### config.mk
export PLATFORM = sky130hd
export DESIGN_NAME = router_port_rx
export DESIGN_NICKNAME = d
export VERILOG_FILES = /design/src/rtl/router_port_rx.sv
export SDC_FILE = /design/constraint.sdc
export NUM_CORES = 1
export LEC_CHECK = 0
export CAP_MARGIN = 0
export CORE_MARGIN = 10
export CORE_UTILIZATION = 40
export DETAILED_ROUTE_END_ITERATION = 8
export PLACE_DENSITY = 0.68
export SETUP_SLACK_MARGIN = 0.3
export SLEW_MARGIN = 20
export SYNTH_ARGS = -nofsm -noshare
export SYNTH_HDL_FRONTEND = slang
export SYNTH_SLANG_ARGS = --single-unit
### constraint.sdc
create_clock -name CLK -period 6.5 [get_ports CLK]
set_clock_uncertainty 0.1 [all_clocks]
set_input_delay 0.975 -clock CLK [delete_from_list [all_inputs] [get_ports CLK]]
set_output_delay 0.975 -clock CLK [all_outputs]
set_load 0.05 [all_outputs]
### src/rtl/router_port_rx.sv
// Receive deframer: parses the dst/src/length header, buffers payload in a FIFO, raises Q_BP near full.
// Define ROUTER_PORT_RX_STATS_EN to add the saturating FRAME_CNT / ERR_CNT outputs.
module router_port_rx #(
  parameter int DEPTH     = 16,
  parameter int BP_MARGIN = 4,
  parameter int MAX_LEN   = 1024
) (
  input  logic        CLK,
  input  logic        RST_N,
  input  logic [63:0] Q,
  input  logic        Q_VALID,
  input  logic        Q_SOF,
  output logic        Q_BP,
  output logic [55:0] HDR_DST,
  output logic [55:0] HDR_SRC,
  output logic [15:0] HDR_LEN,
  output logic        HDR_VALID,
  output logic [63:0] P_DATA,
  output logic        P_VALID,
  output logic        P_LAST,
  output logic        P_ERR,
  input  logic        P_READY,
  output logic        ERR,
`ifdef ROUTER_PORT_RX_STATS_EN
  output logic [31:0] FRAME_CNT,
  output logic [31:0] ERR_CNT,
`endif
  output logic [2:0]  ERR_CODE
);

  localparam int AW = $clog2(DEPTH);
  localparam int CW = AW + 1;
  localparam logic [CW-1:0] L_DEPTH  = CW'(DEPTH);
  localparam logic [CW-1:0] L_MARGIN = CW'(BP_MARGIN);
  localparam logic [15:0]   L_MAX    = 16'(MAX_LEN);
  localparam logic [7:0]    TAG      = 8'h01;

  typedef enum logic [2:0] {S_IDLE, S_HDR1, S_LEN, S_PAY, S_DROP} state_t;

  state_t        r_state, w_nxt;
  logic [63:0]   r_q;
  logic          r_qv, r_qsof;
  logic [15:0]   r_len, r_cnt;
  logic          r_ferr, r_bp;
  logic [65:0]   r_mem [DEPTH];
  logic [AW-1:0] r_wp, r_rp;
  logic [CW-1:0] r_fcnt;

  logic          w_tag_ok, w_rd, w_full, w_wr;
  logic [65:0]   w_wdata, w_head;
  logic          w_hdr_vld, w_err, w_ld_dst, w_ld_src, w_ld_len, w_dec, w_set_ferr;
  logic [2:0]    w_code;

  // Input stage: all parsing works on the registered word
  always_ff @(posedge CLK or negedge RST_N) begin
    if (!RST_N) begin
      r_qv   <= 1'b0;
      r_qsof <= 1'b0;
    end else begin
      r_qv   <= Q_VALID;
      r_qsof <= Q_SOF;
    end
  end

  always_ff @(posedge CLK) r_q <= Q;

  assign w_tag_ok = (r_q[63:56] == TAG);
  assign w_rd     = P_VALID && P_READY;
  // A slot being read this cycle can be refilled in the same cycle
  assign w_full   = (r_fcnt == L_DEPTH) && !w_rd;

  always_comb begin
    w_nxt      = r_state;
    w_hdr_vld  = 1'b0;
    w_err      = 1'b0;
    w_code     = 3'd0;
    w_wr       = 1'b0;
    w_wdata    = '0;
    w_ld_dst   = 1'b0;
    w_ld_src   = 1'b0;
    w_ld_len   = 1'b0;
    w_dec      = 1'b0;
    w_set_ferr = 1'b0;
    if (r_qv) begin
      if (r_qsof) begin
        if (r_state == S_HDR1 || r_state == S_LEN || r_state == S_PAY) begin
          w_err  = 1'b1;
          w_code = 3'd3;
        end
        if (r_state == S_PAY && !w_full) begin
          w_wr    = 1'b1;
          w_wdata = {1'b1, 1'b1, 64'd0};
        end
        if (w_tag_ok) begin
          w_ld_dst = 1'b1;
          w_nxt    = S_HDR1;
        end else begin
          w_nxt = S_IDLE;
          if (!w_err) begin
            w_err  = 1'b1;
            w_code = 3'd1;
          end
        end
      end else begin
        case (r_state)
          S_HDR1: begin
            if (w_tag_ok) begin
              w_ld_src = 1'b1;
              w_nxt    = S_LEN;
            end else begin
              w_err  = 1'b1;
              w_code = 3'd1;
              w_nxt  = S_DROP;
            end
          end
          S_LEN: begin
            if (r_q[15:0] > L_MAX) begin
              w_err  = 1'b1;
              w_code = 3'd2;
              w_nxt  = S_DROP;
            end else begin
              w_hdr_vld = 1'b1;
              w_ld_len  = 1'b1;
              w_nxt     = (r_q[15:0] == 16'd0) ? S_IDLE : S_PAY;
            end
          end
          S_PAY: begin
            w_dec = 1'b1;
            if (r_cnt == 16'd1) w_nxt = S_IDLE;
            if (w_full) begin
              w_err      = 1'b1;
              w_code     = 3'd4;
              w_set_ferr = 1'b1;
            end else begin
              w_wr    = 1'b1;
              w_wdata = {r_ferr, (r_cnt == 16'd1), r_q};
            end
          end
          default: ;
        endcase
      end
    end
  end

  // Parser state, header fields and FIFO control
  always_ff @(posedge CLK or negedge RST_N) begin
    if (!RST_N) begin
      r_state <= S_IDLE;
      HDR_DST <= '0;
      HDR_SRC <= '0;
      r_len   <= '0;
      r_cnt   <= '0;
      r_ferr  <= 1'b0;
      r_wp    <= '0;
      r_rp    <= '0;
      r_fcnt  <= '0;
      r_bp    <= 1'b0;
    end else begin
      r_state <= w_nxt;
      if (w_ld_dst) HDR_DST <= r_q[55:0];
      if (w_ld_src) HDR_SRC <= r_q[55:0];
      if (w_ld_len) begin
        r_len  <= r_q[15:0];
        r_cnt  <= r_q[15:0];
        r_ferr <= 1'b0;
      end else begin
        if (w_dec) r_cnt <= r_cnt - 16'd1;
        if (w_set_ferr) r_ferr <= 1'b1;
      end
      if (w_wr) r_wp <= r_wp + 1'b1;
      if (w_rd) r_rp <= r_rp + 1'b1;
      case ({w_wr, w_rd})
        2'b10:   r_fcnt <= r_fcnt + 1'b1;
        2'b01:   r_fcnt <= r_fcnt - 1'b1;
        default: ;
      endcase
      r_bp <= (L_DEPTH - r_fcnt) <= L_MARGIN;
    end
  end

  always_ff @(posedge CLK) begin
    if (w_wr) r_mem[r_wp] <= w_wdata;
  end

  assign w_head    = r_mem[r_rp];
  assign P_VALID   = (r_fcnt != '0);
  assign P_DATA    = P_VALID ? w_head[63:0] : 64'd0;
  assign P_LAST    = P_VALID && w_head[64];
  assign P_ERR     = P_VALID && w_head[65];
  assign Q_BP      = r_bp;
  assign HDR_VALID = w_hdr_vld;
  assign HDR_LEN   = w_hdr_vld ? r_q[15:0] : r_len;
  assign ERR       = w_err;
  assign ERR_CODE  = w_code;

`ifdef ROUTER_PORT_RX_STATS_EN
  logic        w_frame_done;
  logic [31:0] r_frame_cnt, r_err_cnt;

  // A clean last entry (terminators always carry err) or an accepted zero-length header
  assign w_frame_done = (w_wr && w_wdata[64] && !w_wdata[65]) ||
                        (w_hdr_vld && r_q[15:0] == 16'd0);

  always_ff @(posedge CLK or negedge RST_N) begin
    if (!RST_N) begin
      r_frame_cnt <= '0;
      r_err_cnt   <= '0;
    end else begin
      if (w_frame_done && r_frame_cnt != '1) r_frame_cnt <= r_frame_cnt + 32'd1;
      if (w_err && r_err_cnt != '1) r_err_cnt <= r_err_cnt + 32'd1;
    end
  end

  assign FRAME_CNT = r_frame_cnt;
  assign ERR_CNT   = r_err_cnt;
`endif

endmodule

==> metrics.md, run 1 <==
| Metric | Value |
|---|---|
| Run status | completed |
| Worst min-delay path category | in2async |
| Global route overflow | 0 |
| Final min period | 5.416 ns |
| First-pass GRT wire length | 171.6 mm |
| Peak supply drop | 0.4145 mV |
| CP Launch Point | r_q[11] |
| Critical Path Sink Type | output port |
| # hold bufs at CTS | 0 |
| Num CTS Buffers | 137 |
| Worst-Skew Late Latency | 0.73 ns |
| Layout Nets | 2645 |
| Die Wd | 368.5 um |
| Footprint of the multi-input gates | 11100 sq um |
| Port buffer count | 269 |
| Seq/Total Area, Yosys | 76.36% |
| F_max | 0.1846 GHz |
| Routed len/inst | 27.08 um |
| WL met3 | 7.957 mm |
| Num Clock Sinks | 1284 |
| Post-cts sizing count | 0 |
| Final setup violation count | 0 |
| Share of layout cells above drive strength 1 | 27.42% |
| Via count | 23504 |
| RePlAce Congestion | 0.7416 |
| Slew Limit Fails | 0 |
| Ys Warns | 0 |
| Layout fillers | 9619 |
| Synth unique cells | 54 |
| Initial DRC Count | 2388 |
| FP Rows | 127 |
| CTS tree | yes |
| FFs w/ async S/R, synth | 12.77% |
| Syn avg cell area | 21.79 sq um |
| Static leakage | 19.57 nW |
| P&R area growth vs syn | 19.35% |
| # Post-CTS Setup Buffers | 0 |
| Tcrit/Tclk final | 83.32% |
| GRT Total Usage | 16.92% |
| RSZ-0062 raised after global routing | no |
| Detailed Routing Iterations Pass 1 | 5 |
| Worst Setup Path Type | reg2out |
| IO Pins | 270 |
| Initial Util | 40.38% |
| Fin util | 48.20% |
| Synth Flop Type | edfxtp_1 |
| Setup tns final | 0 ns |
| Top layer in use | met4 |
| Routed wire length | 116.0 mm |
| Max clock buf depth | 3 |
| Post-DP HPWL | 63.13 mm |
| H-tree depth | 4 |
| Post-Synthesis Cells | 2229 |
| Die Span Y | 368.5 um |
| Synthesis-stage register bit count | 1284 |
| Cell area after synthesis | 48580 sq um |
| Vias in the first global route | 25553 |
| Die area | 135800 sq um |
| R2R Path Start | r_qsof |
| Measured slew at the worst slew-check pin | 1.150 ns |
| Via/cell ratio | 5.488 |
| Length of routed met2 wiring | 60.20 mm |
| Antenna violations before repair | 4 |
| DRC errors left | 0 |
| FF/Latch Area | 37110 sq um |
| Worst reg2reg path depth | 4 |
| Clock slew at reported path FFs | 0.06 ns |
| Max-slew headroom | 23.34% |
| Crit path required time | 5.42 ns |
| Pwr Density | 391.5 nW/um^2 |
| Max Cap Viol | 0 |
| Routed length on met1 | 46.00 mm |
| Worst Setup Start Kind | register |
| Core outline area | 120300 sq um |
| Crit Path Max Fanout | 23 |
| Post-synth EDFFs | 1056 |
| Largest net degree at the start of global routing | 124 |
| DRT antenna net count | 0 |
| CP arrival | 4.34 ns |
| CTS root buf | clkbuf_16 |
| Synthesized net count | 2310 |
| Final Hold Fails | 0 |
cell usage in the layout, fill, tap and decap left out, types with 4 or more instances in the layout:
cell | Yosys | final
inv_6 | 0 | 9
nor2_4 | 0 | 13
o211ai_1 | 5 | 5
or4_1 | 5 | 5
xor2_1 | 4 | 4
dfrtp_1 | 164 | 160
clkinvlp_4 | 0 | 6
clkdlybuf4s50_1 | 0 | 268
or3_1 | 9 | 9
a21oi_1 | 6 | 6
nor4_1 | 6 | 6
inv_1 | 14 | 13
nor2_1 | 33 | 20
xnor2_1 | 8 | 8
dfrtp_4 | 0 | 4
nor3_1 | 9 | 5
dfxtp_1 | 64 | 64
edfxtp_1 | 1056 | 1056
clkinv_1 | 0 | 14
clkinv_2 | 0 | 31
o21ai_0 | 13 | 13
nand2_1 | 57 | 56
and2_1 | 73 | 73
clkbuf_16 | 0 | 141
clkbuf_1 | 86 | 22
bufinv_16 | 0 | 11
nor3_4 | 0 | 4
a221o_1 | 4 | 4
nand2b_1 | 4 | 4
buf_4 | 0 | 34
buf_12 | 0 | 16
o311ai_0 | 4 | 4
and3_1 | 65 | 65
clkbuf_8 | 0 | 6
a21o_1 | 5 | 5
mux2_2 | 113 | 113
mux4_2 | 330 | 330
ha_1 | 12 | 12
final cells by class:
class | count | area share [%]
Sequential cell | 1284 | 64.01
Multi-Input combinational cell | 807 | 19.14
Clock buffer | 168 | 6.347
Timing Repair Buffer | 319 | 5.643
Tap cell | 1612 | 3.479
Clock inverter | 77 | 1.273
Inverter | 15 | 0.09927
Antenna cell | 1 | 0.004316
registers in the layout (all words and copies together) (netlist names):
| register | cells |
|---|---|
| r_len | 16 |
| r_state | 3 |
| HDR_DST | 56 |
| r_cnt | 16 |
| Q_BP | 1 |
| r_wp | 4 |
| r_qv | 1 |
| HDR_SRC | 56 |
| r_ferr | 1 |
| r_mem | 1056 |
| r_q | 64 |
| r_qsof | 1 |
| r_fcnt | 5 |
| r_rp | 4 |
critical path: stages, from the launching register on:
cell	delay [ns]
dfxtp_1	0.36
or4_1	0.59
o32a_1	0.41
or3_1	0.71
inv_2	0.45
nand2_1	0.16
nand2_1	0.11
clkdlybuf4s50_1	0.83
per-stage QoR:
step | instance area (sq um) | instances | power [mW] | hold slack (ns) | setup WS (ns)
after floorplan | 48600 | 2229 | 13.45 | 0.3672 | 1.341
after global placement | 53560 | 4037 | 15.34 | 0.3640 | 1.802
after detailed placement | 53560 | 4037 | 15.39 | 0.3629 | 1.789
after CTS | 57970 | 4282 | 23.01 | 0.03867 | 0.9844
after global routing | 57980 | 4283 | 23.59 | 0.06966 | 0.8533
final | 57980 | 4283 | 22.70 | 0.06632 | 1.084
final timing paths:
kind / to / slack (ns)
max: HDR_LEN[4] / 1.08
min: HDR_SRC[46] / 0.07
max reg2reg: r_mem[4][1] / 2.77
min reg2reg: r_len[4] / 0.38
max in group asynchronous: r_rp[0] / 4.99
min in group CLK: r_len[4] / 0.38
cells by family after synthesis:
kind of cell               synth area share, %
DFF                                      76.36
muxes                                    17.96
and+or+nand+nor                          3.153
buffers and inverters                    1.113
AOI/OAI and AO/OA                       0.8860
xor gates and xnor gates                0.2164
adders and majority gates               0.3091
cell usage after synthesis (13+ instances only):
cell type,n,area share (%)
mux2_2,113,2.6
clkbuf_1,86,0.66
o21ai_0,13,0.13
inv_1,14,0.11
dfrtp_1,164,8.4
edfxtp_1,1056,65
buf_1,24,0.19
and2_1,73,0.94
and3_1,65,0.84
nor2_1,33,0.25
mux4_2,330,15
nand2_1,57,0.44
dfxtp_1,64,2.6
where the power goes:
| group | switching (mW) | internal, mW | leakage [nW] |
|---|---|---|---|
| combinational | 3.30 | 2.63 | 5.15 |
| sequential | 0.308 | 8.86 | 12.3 |
| clock | 3.13 | 4.48 | 2.17 |
| total | 6.73 | 16.0 | 19.6 |
metal layers:
layer  vias up  global-route usage (%)
li1       9832                       -
met1     12667                   21.71
met2       867                   29.25
met3       138                   3.658
met4         0                   4.002
met5         -                       0
Power figures use the tool's default switching activity.
==> run 2, diff against run 1 <==
--- a/config.mk
+++ b/config.mk
@@ -9,7 +9,7 @@
 export CORE_MARGIN = 10
 export CORE_UTILIZATION = 40
 export DETAILED_ROUTE_END_ITERATION = 8
-export PLACE_DENSITY = 0.68
+export PLACE_DENSITY = 0.66
 export SETUP_SLACK_MARGIN = 0.3
 export SLEW_MARGIN = 20
 export SYNTH_ARGS = -nofsm -noshare
==> constraint.sdc (replaced) <==
create_clock -name CLK -period 5.35 [get_ports CLK]
set_clock_uncertainty 0.1 [all_clocks]
set_input_delay 0.8025 -clock CLK [delete_from_list [all_inputs] [get_ports CLK]]
set_output_delay 0.8025 -clock CLK [all_outputs]
set_load 0.05 [all_outputs]
==> metrics.md, run 2 (synthesized netlist as in run 1, its figures left out) <==
| Metric | Value |
|---|---|
| Run status | completed |
| Slew Limit Fails | 0 |
| Die area | 135800 sq um |
| Most used cell, CP | mux4_2 |
| R2R Path Start | r_fcnt[0] |
| Final min period | 4.913 ns |
| RePlAce Congestion | 0.7782 |
| Via/cell ratio | 5.494 |
| Worst min-delay path category | reg2reg |
| Detailed Routing Iterations Pass 1 | 5 |
| Crit Path Max Fanout | 72 |
| FP Rows | 127 |
| Routed wire length | 117.4 mm |
| Max reg flops | 1056 |
| Via count | 23615 |
| CP arrival | 4.01 ns |
| Biggest register | r_mem |
| Antenna violations before repair | 6 |
| DRT antenna net count | 0 |
| CP Launch Point | r_rp[1] |
| Filler-free cell count of the finished design | 4298 |
| Max Cap Viol | 0 |
| Slowest stage cell, crit path | dfrtp_4 |
| Worst path max stage delay | 0.90 ns |
| Initial DRC Count | 2035 |
| IO Pins | 270 |
| Measured slew at the worst slew-check pin | 1.016 ns |
| Max clock buf depth | 3 |
| Post-Place Cells | 4048 |
| Hold_ws | 0.3664 ns |
| F_max | 0.2036 GHz |
| DRC errors left | 0 |
| P&R area growth vs syn | 20.00% |
| Top Registers | r_mem x1056, r_q x64 |
| Post-DP HPWL | 65.83 mm |
| Share of layout cells above drive strength 1 | 27.45% |
| Crit path required time | 4.45 ns |
| Final setup violation count | 0 |
| Layout Nets | 2656 |
| Place WS | 1.050 ns |
| Global route overflow | 0 |
| Port buffer count | 269 |
| GRT Total Usage | 17.08% |
| Min-delay src | r_len[0] |
| Static leakage | 20.53 nW |
| Setup tns final | 0 ns |
| Initial Util | 40.38% |
| Die Wd | 368.5 um |
| Routed len/inst | 27.31 um |
| Pwr Density | 481.1 nW/um^2 |
| Peak supply drop | 0.3666 mV |
| Clock slew at reported path FFs | 0.06 ns |
| CTS tree | yes |
| RSZ-0062 raised after global routing | no |
| Vias in the first global route | 25542 |
| Most frequent cells in the layout | edfxtp_1, mux4_2, clkdlybuf4s50_1 |
| Core outline area | 120300 sq um |
| Critical path, cell by cell | buf_12 -> mux4_2 -> mux4_2 -> and2_1 -> clkdlybuf4s50_1 |
| CTS root buf | clkbuf_16 |
| H-tree depth | 4 |
| Max-slew headroom | 32.26% |
| Num CTS Buffers | 136 |
| Worst-Skew Late Latency | 0.74 ns |
| Tcrit/Tclk final | 91.83% |
| Final Hold Fails | 0 |
| Final worst slack | 0.4372 ns |
| First-pass GRT wire length | 173.6 mm |
| Worst Setup Start Kind | register |
| Largest net degree at the start of global routing | 103 |
| Num Clock Sinks | 1284 |
| Critical Path Sink Type | output port |
| Die Span Y | 368.5 um |
| Commonest non-fill, non-tap cell in the layout | edfxtp_1 |
| Worst Setup Path Type | reg2out |
run 2: cell count changes in the layout (fill, tap and decap cells not counted), sizes merged, moves of 2 or more:
| cell | delta |
|---|---|
| clkinv | -2 |
| dlygate4sd2 | +6 |
| clkdlybuf4s50 | -12 |
| buf | +11 |
| clkbuf | +2 |
| clkinvlp | +2 |
| dlymetal6s2s | +6 |
run 2: per-stage QoR:
stage	cell area [sq um]	util [%]	power, mW
6_report	58290	48.46	28.05
5_1_grt	58290	48.46	29.11
4_1_cts	58270	48.45	28.44
3_5_place_dp	53780	44.71	19.10
3_3_place_gp	53780	44.71	19.03
2_1_floorplan	48610	-	16.50
run 2: path summary, 6_finish.rpt:
path / to / slack, ns / depth (start not counted)
setup / recovery: P_DATA[30] / 0.44 / 5
hold / removal: r_len[0] / 0.37 / 2
setup reg to reg: r_fcnt[4] / 1.35 / 14
hold reg to reg: r_len[0] / 0.37 / 2
max in group asynchronous: r_state[2] / 3.44 / 3
min in group asynchronous: HDR_SRC[50] / 0.51 / 2
run 2: where the power goes:
part / internal [mW] / leakage, nW / total [mW] / switching [mW]
Clock: 5.46 / 2.17 / 9.33 / 3.87
Sequential: 10.8 / 12.9 / 11.1 / 0.351
Combinational: 3.39 / 5.48 / 7.60 / 4.21
run 2: critical path: cells and delay by family (launching register included):
family | cells | cell delay, ns
flops | 1 | 0.90
simple gates | 1 | 0.19
mux | 2 | 0.91
buf+inv | 2 | 1.13
run 2: timing repair:
item | 4_1_cts | 5_1_grt
setup endpoints to repair | 7 | 6
setup buffers | 0 | 0
hold endpoints to repair | 28 | 0
gates cloned | 0 | 0
hold buffers | 1 | 0
gates resized for setup | 7 | 6
run 2: per-layer routing:
| layer | wire length, um | up-vias | track usage (%) |
|---|---|---|---|
| met5 | 13 | - | 0 |
| met4 | 2310 | 2 | 4.826 |
| met3 | 8382 | 171 | 3.848 |
| met2 | 59670 | 894 | 28.87 |
| met1 | 47020 | 12704 | 22.08 |
| li1 | - | 9844 | - |
run 2: cell type report:
type                       count  area, sq um
fill                        9549        61990
clock inverter                78        849.6
inverter                      15        57.56
timing repair buffer         331         3510
sequential                  1284        37110
tap                         1612         2017
antenna                        1        2.502
multi-input combinational    807        11110
clock buffer                 170         3635
